## config.mk

```make
export PLATFORM = sky130hd
export DESIGN_NAME = iir_coef_ctrl
export DESIGN_NICKNAME = d
export VERILOG_FILES = /design/src/rtl/iir_coef_ctrl.sv
export SDC_FILE = /design/constraint.sdc
export NUM_CORES = 1
export LEC_CHECK = 0
export CAP_MARGIN = 15
export CORE_MARGIN = 5
export CORE_UTILIZATION = 45
export DETAILED_ROUTE_END_ITERATION = 10
export PLACE_DENSITY = 0.75
export SYNTH_ARGS = -nofsm -noshare
export SYNTH_HDL_FRONTEND = slang
export SYNTH_SLANG_ARGS = --single-unit
```

## constraint.sdc

```tcl
create_clock -name clk -period 7.91 [get_ports clk]
set_input_delay 1.582 -clock clk [delete_from_list [all_inputs] [get_ports clk]]
set_output_delay 1.582 -clock clk [all_outputs]
set_load 0.02 [all_outputs]
```

## src/rtl/iir_coef_ctrl.sv

```systemverilog
// Coefficient manager for one IIR core: host-written shadow bank, active bank
// swapped in only after the core has drained, plus the gate on the core input.
module iir_coef_ctrl #(
    parameter int DW     = 24,
    parameter int COEFW  = 18,
    parameter int COEFQ  = 16,
    parameter int ORDER  = 2,
    parameter int MAXINF = 1,
    localparam int N     = (ORDER + 1) * 2
) (
    input  logic                           clk,
    input  logic                           rst,
    input  logic                           wr_en,
    input  logic [$clog2(N)-1:0]           wr_addr,
    input  logic signed [COEFW-1:0]        wr_data,
    input  logic                           commit,
    output logic                           commit_busy,
    output logic                           commit_done,
    output logic                           wr_err,
    input  logic signed [DW-1:0]           s_axis_tdata,
    input  logic                           s_axis_tvalid,
    output logic                           s_axis_tready,
    output logic signed [DW-1:0]           m_axis_tdata,
    output logic                           m_axis_tvalid,
    input  logic                           m_axis_tready,
    input  logic                           core_tvalid,
    input  logic                           core_tready,
    output logic signed [N-1:0][COEFW-1:0] coefs,
    output logic                           inflight_err
);
    localparam int AW = $clog2(N);
    localparam int CW = $clog2(MAXINF + 1);
    localparam logic [COEFW-1:0] UNITY = COEFW'(1) << COEFQ;

    // state | meaning
    // RUN   | gate open, host writes accepted
    // DRAIN | gate closed, waiting for in-flight samples to leave the core
    // SWAP  | gate closed, active bank loads from shadow at end of cycle
    typedef enum logic [1:0] {RUN, DRAIN, SWAP} state_t;

    state_t                  state, state_nxt;
    logic [CW-1:0]           inflight;
    logic [N-1:0][COEFW-1:0] shadow;
    logic                    gate, in_hs, out_hs;
    logic                    addr_ok, wr_ok, wr_bad, commit_bad;

    always_ff @(posedge clk or posedge rst) begin
        if (rst) state <= RUN;
        else     state <= state_nxt;
    end

    always_comb begin
        state_nxt = state;
        case (state)
            RUN:     if (commit) state_nxt = DRAIN;
            DRAIN:   if (inflight == '0) state_nxt = SWAP;
            SWAP:    state_nxt = RUN;
            default: state_nxt = RUN;
        endcase
    end

    assign gate          = (state == RUN) && (inflight < CW'(MAXINF));
    assign m_axis_tdata  = s_axis_tdata;
    assign m_axis_tvalid = s_axis_tvalid && gate;
    assign s_axis_tready = m_axis_tready && gate;
    assign in_hs         = m_axis_tvalid && m_axis_tready;
    assign out_hs        = core_tvalid && core_tready;
    assign commit_busy   = (state != RUN);

    assign addr_ok    = ({1'b0, wr_addr} < (AW + 1)'(N));
    assign wr_ok      = wr_en && (state == RUN) && addr_ok;
    assign wr_bad     = wr_en && ((state != RUN) || !addr_ok);
    assign commit_bad = commit && (state != RUN);

    // Simultaneous in/out handshakes cancel; a lone decrement at zero is an underflow.
    always_ff @(posedge clk or posedge rst) begin
        if (rst) begin
            inflight     <= '0;
            inflight_err <= 1'b0;
        end else if (in_hs && !out_hs) begin
            inflight <= inflight + 1'b1;
        end else if (out_hs && !in_hs) begin
            if (inflight == '0) inflight_err <= 1'b1;
            else                inflight     <= inflight - 1'b1;
        end
    end

    always_ff @(posedge clk or posedge rst) begin
        if (rst) begin
            for (int i = 0; i < N; i++) begin
                shadow[i] <= (i == 0) ? UNITY : '0;
                coefs[i]  <= (i == 0) ? UNITY : '0;
            end
        end else begin
            for (int i = 0; i < N; i++) begin
                if (wr_ok && (wr_addr == AW'(i))) shadow[i] <= wr_data;
            end
            if (state == SWAP) coefs <= shadow;
        end
    end

    always_ff @(posedge clk or posedge rst) begin
        if (rst) begin
            commit_done <= 1'b0;
            wr_err      <= 1'b0;
        end else begin
            commit_done <= (state == SWAP);
            wr_err      <= wr_bad || commit_bad;
        end
    end
endmodule

```

-- Word level (Yosys, flattened, before mapping)
Index checks and enable logic that the tools add are counted.
- add/sub/neg operators: 2
- $lt $le $gt $ge: 2
- equality and inequality tests: 9
- muxes and demuxes: 6
- bitwise operators: 2
- reduce and logical (&&, ||, !) cells: 28
- operators by type and width (operator ; count):
    $logic_and 1x1->1 ; 17
    $eq 3x2->1 const B ; 2
    $eq 3x3->1 const B ; 2
    $mux 2 ; 2
    $ne 2x2->1 const B ; 2
    $pmux 2 s2 ; 1
    $reduce_bool 2->1 ; 2
    $eq 3x1->1 const B ; 1
    $logic_not 1->1 ; 3
    $logic_not 3->1 ; 1
    $lt 3x3->1 const B ; 1
    $mux 1 ; 3
    $reduce_and 3->1 ; 1
    $eq 2x1->1 const B ; 1
    $eq 2x2->1 const B ; 1
    $logic_not 2->1 ; 1
    $logic_or 1x1->1 ; 2
    $not 1->1 ; 2
    $reduce_and 2->1 ; 1
    $add 1x1->1 const B ; 1
    $lt 1x1->1 const B ; 1
    $sub 1x1->1 const B ; 1
- register bits after elaboration: 222
- input bits: 53
- output and inout bits: 138

-- Longest topological paths before layout
- depth in word-level cells: 8
- mapped depth: 8

-- Worst setup path after synthesis
No wires, ideal clock.
- kind: input port to output port
- start point: input port s_axis_tvalid
- end point: output port m_axis_tvalid
- data arrival time: 2188 ps
- required time: 6328 ps
- slack: 4140 ps
- stages: 1
- buffers on the path: 0
- cell sequence: nor3b_1
- word-level cells in the longest chain between the ends: 1
- ends and longest elaborated chain (what ; RTL line ; text):
    from (decl) ; 21 ; input logic s_axis_tvalid,
    $logic_and 1x1->1 ; 64 ; assign m_axis_tvalid = s_axis_tvalid && gate;
    to (decl) ; 24 ; output logic m_axis_tvalid,
Every way passes these cells.

-- Worst setup path after layout
Same ends and word-level chain as after synthesis.

==> results.py <==
metrics = {
    "timing": {
        "setup_violations": 0,
        "drv_slew": 0,
        "hold_viol": 0,
        "min_period_ps": 4610,
        "fin_crit_sh_pct": 58.2,
        "fin_worst_skew_ps": 17.9,
        "fmax_ghz": 0.217,
        "tns_ps": 0,
        "grt_setup_unrepaired": "false",
        "max_slew_margin_pct": 29.8,
        "tightestPinTransition_ps": 1050,
    },
    "final_layout": {
        "multi_input_area_um2": 2650,
        "nets": 915,
        "drive_gt1_share_pct": 18.7,
        "area_growth_pct": 26.6,
        "fillers": 1558,
        "antenna_cells": 0,
        "final_cell_area_um2": 10800,
        "seqCellArea_um2": 5560,
    },
    "synth": {
        "synthArstFlopShare_pct": 100,
        "yosys.area.top_type": "dfrtp_1",
        "ys_types": 25,
        "ys_seq_area_share_pct": 65.0,
        "synth_warnings": 0,
        "synth_seq_cells": 222,
        "syn_avg_cell_area_um2": 11.5,
        "syn_inst": 742,
        "synth.most_common_cell": "nand2_1",
        "ys_top_cells_by_area": "dfrtp_1, nand2_1, mux2_2",
        "yosysTopAreaCellShare_pct": 64.4,
        "synth_flop_cell": "dfrtp_1",
        "synth-edff-count": 0,
        "yosys-top-cells-count": "nand2_1, dfrtp_1, mux2_2, buf_4, clkbuf_1",
        "syn-cell-area_um2": 8550,
        "syn_nets": 797,
    },
    "detailed_routing": {
        "vias_per_cell": 4.95,
        "routed_wl_um": 18600,
        "wl_per_cell_um": 16.8,
        "remaining_drc_errors": 0,
        "drtIter0Drc": 207,
        "drt_first_pass_iters": 4,
        "final_antenna_net_count": 0,
        "vias": 5499,
    },
    "placement": {
        "numPortBuffers": 142,
        "place_hpwl_um": 11300,
        "dpl-instance-area_um2": 9970,
        "place_congestion": 0.742,
    },
    "floorplanning": {
        "rows": 50,
        "dieArea_um2": 21900,
        "core_area_um2": 18700,
        "initial_core_util_pct": 45.7,
        "io_pins": 191,
        "die_w_um": 148,
        "die_h_um": 148,
    },
    "worst_setup_path": {
        "crit_type": "in -> out",
        "crit_fanout": 3,
        "cp.required_ps": 6330,
        "critPathSlowestCell": "clkdlybuf4s50_1",
        "arrival_ps": 3030,
        "start_kind": "input pin",
        "cp_top_family": "buffers and inverters",
        "critPathBufInv": 2,
        "crit_top_cell": "clkdlybuf4s50_1",
        "crit_path_max_incr_delay_ps": 690,
        "crit_chain": "clkdlybuf4s50_1 > nor3b_1 > clkdlybuf4s50_1",
        "cp-end-kind": "output port",
    },
    "clock_network": {
        "post-cts-setup-buffers": 0,
        "cts_sinks": 222,
        "clk_latency_ps": 500,
        "cts_made_buffers": 24,
        "cts-resized-gates": 0,
        "clock_tree.root_cell": "clkbuf_16",
        "tritoncts": "yes",
        "postCtsHoldBufs": 0,
        "cts_max_level": 1,
        "cts_buffer_depth": 3,
        "clkTransAtPathRegs_ps": 60,
    },
    "pwr": {
        "powerDensity_nw_per_um2": 433,
        "peakVddDrop_mv": 0.232,
        "p_leak_uw": 0.00522,
    },
    "grt": {
        "antenna_found_initial": 0,
        "grt_overflow": 0,
        "grt_pass1_vias": 5904,
        "grt_pass1_wl_um": 30900,
        "grt_max_degree": 150,
        "grt_use_total_pct": 17.3,
    },
    "outcome": {
        "status": "finished, final reports clean",
    },
    "job": {
        "max_cap_viol_count": 0,
    },
    "worst_hold_path": {
        "hold_class": "reg -> reg",
    },
}
[cell type report]
cell class	count	area share (%)
flip-flops and latches	222	51.3
multi-input cells	462	24.5
repair buffers	146	13.8
clock buffers	36	6.90
well taps	234	2.70
clock inverters	7	0.555
inverters	4	0.231
[flip-flops by register name, indices dropped and copies added, names as in the netlist]
register / count
state: 2
wr_err: 1
shadow: 108
inflight_err: 1
commit_done: 1
coefs: 108
inflight: 1
[cells by family after synthesis]
group | Yosys count | share of synthesized area (%)
muxes | 109 | 14.3
and+or+nand+nor | 348 | 16.2
buffers and inverters | 58 | 4.01
DFF | 222 | 65.0
adders and majority gates | 2 | 0.293
AOI/OAI and AO/OA | 3 | 0.205
[cells in the final DEF (no fill, tap or decap), types with 2 or more instances in the layout]
| master | Yosys | routed |
|---|---|---|
| nor2_1 | 6 | 6 |
| clkbuf_8 | 0 | 8 |
| clkinv_2 | 0 | 6 |
| inv_1 | 3 | 2 |
| mux2_2 | 108 | 108 |
| clkbuf_16 | 0 | 25 |
| dfstp_2 | 2 | 2 |
| clkbuf_1 | 18 | 3 |
| buf_16 | 0 | 2 |
| dfrtp_1 | 220 | 220 |
| nor3b_1 | 3 | 3 |
| buf_4 | 27 | 2 |
| nand2_1 | 329 | 329 |
| clkdlybuf4s50_1 | 0 | 142 |
| nand3b_2 | 2 | 2 |
| a21oi_1 | 2 | 2 |
| ha_1 | 2 | 2 |
[through the flow]
step           cells  utilization [%]  total power, uW  hold slack [ps]  worst slack, ps
2_1_floorplan    742                -             2880              432              254
3_3_place_gp    1066             53.3             3530              442             3360
3_5_place_dp    1066             53.3             3590              444             3300
4_1_cts         1109             57.6             4720              460             3290
5_1_grt         1111             57.9             4990              473             3200
6_report        1111             57.9             4680              455             3300
[final timing paths]
kind / from / end / slack (ps) / cells after the start
worst max-delay path: s_axis_tvalid / m_axis_tvalid / 3300 / 3
max in group asynchronous: rst / shadow[40]$_DFFE_PP0P_ / 4640 / 3
worst max register to register: state[1]$_DFFE_PP0P_ / shadow[54]$_DFFE_PP0P_ / 5740 / 4
worst min-delay path: inflight_err$_DFFE_PP0P_ / inflight_err$_DFFE_PP0P_ / 450 / 1
min in group asynchronous: rst / coefs[43]$_DFFE_PP0P_ / 1680 / 2
worst min register to register: inflight_err$_DFFE_PP0P_ / inflight_err$_DFFE_PP0P_ / 450 / 1
[report_power, final]
part | internal, uW | total, uW | switching (uW)
Clock | 681 | 1110 | 430
Sequential | 1670 | 1960 | 287
Combinational | 784 | 1610 | 829
[per-layer routing]
metal / track usage (%) / vias up / routed length [um]
li1: - / 2580 / -
met1: 23.6 / 2754 / 8530
met2: 29.0 / 136 / 8850
met3: 3.31 / 29 / 960
met4: 3.88 / 0 / 310
met5: 0 / - / 0
No activity file was read; power rests on OpenSTA's default activity.
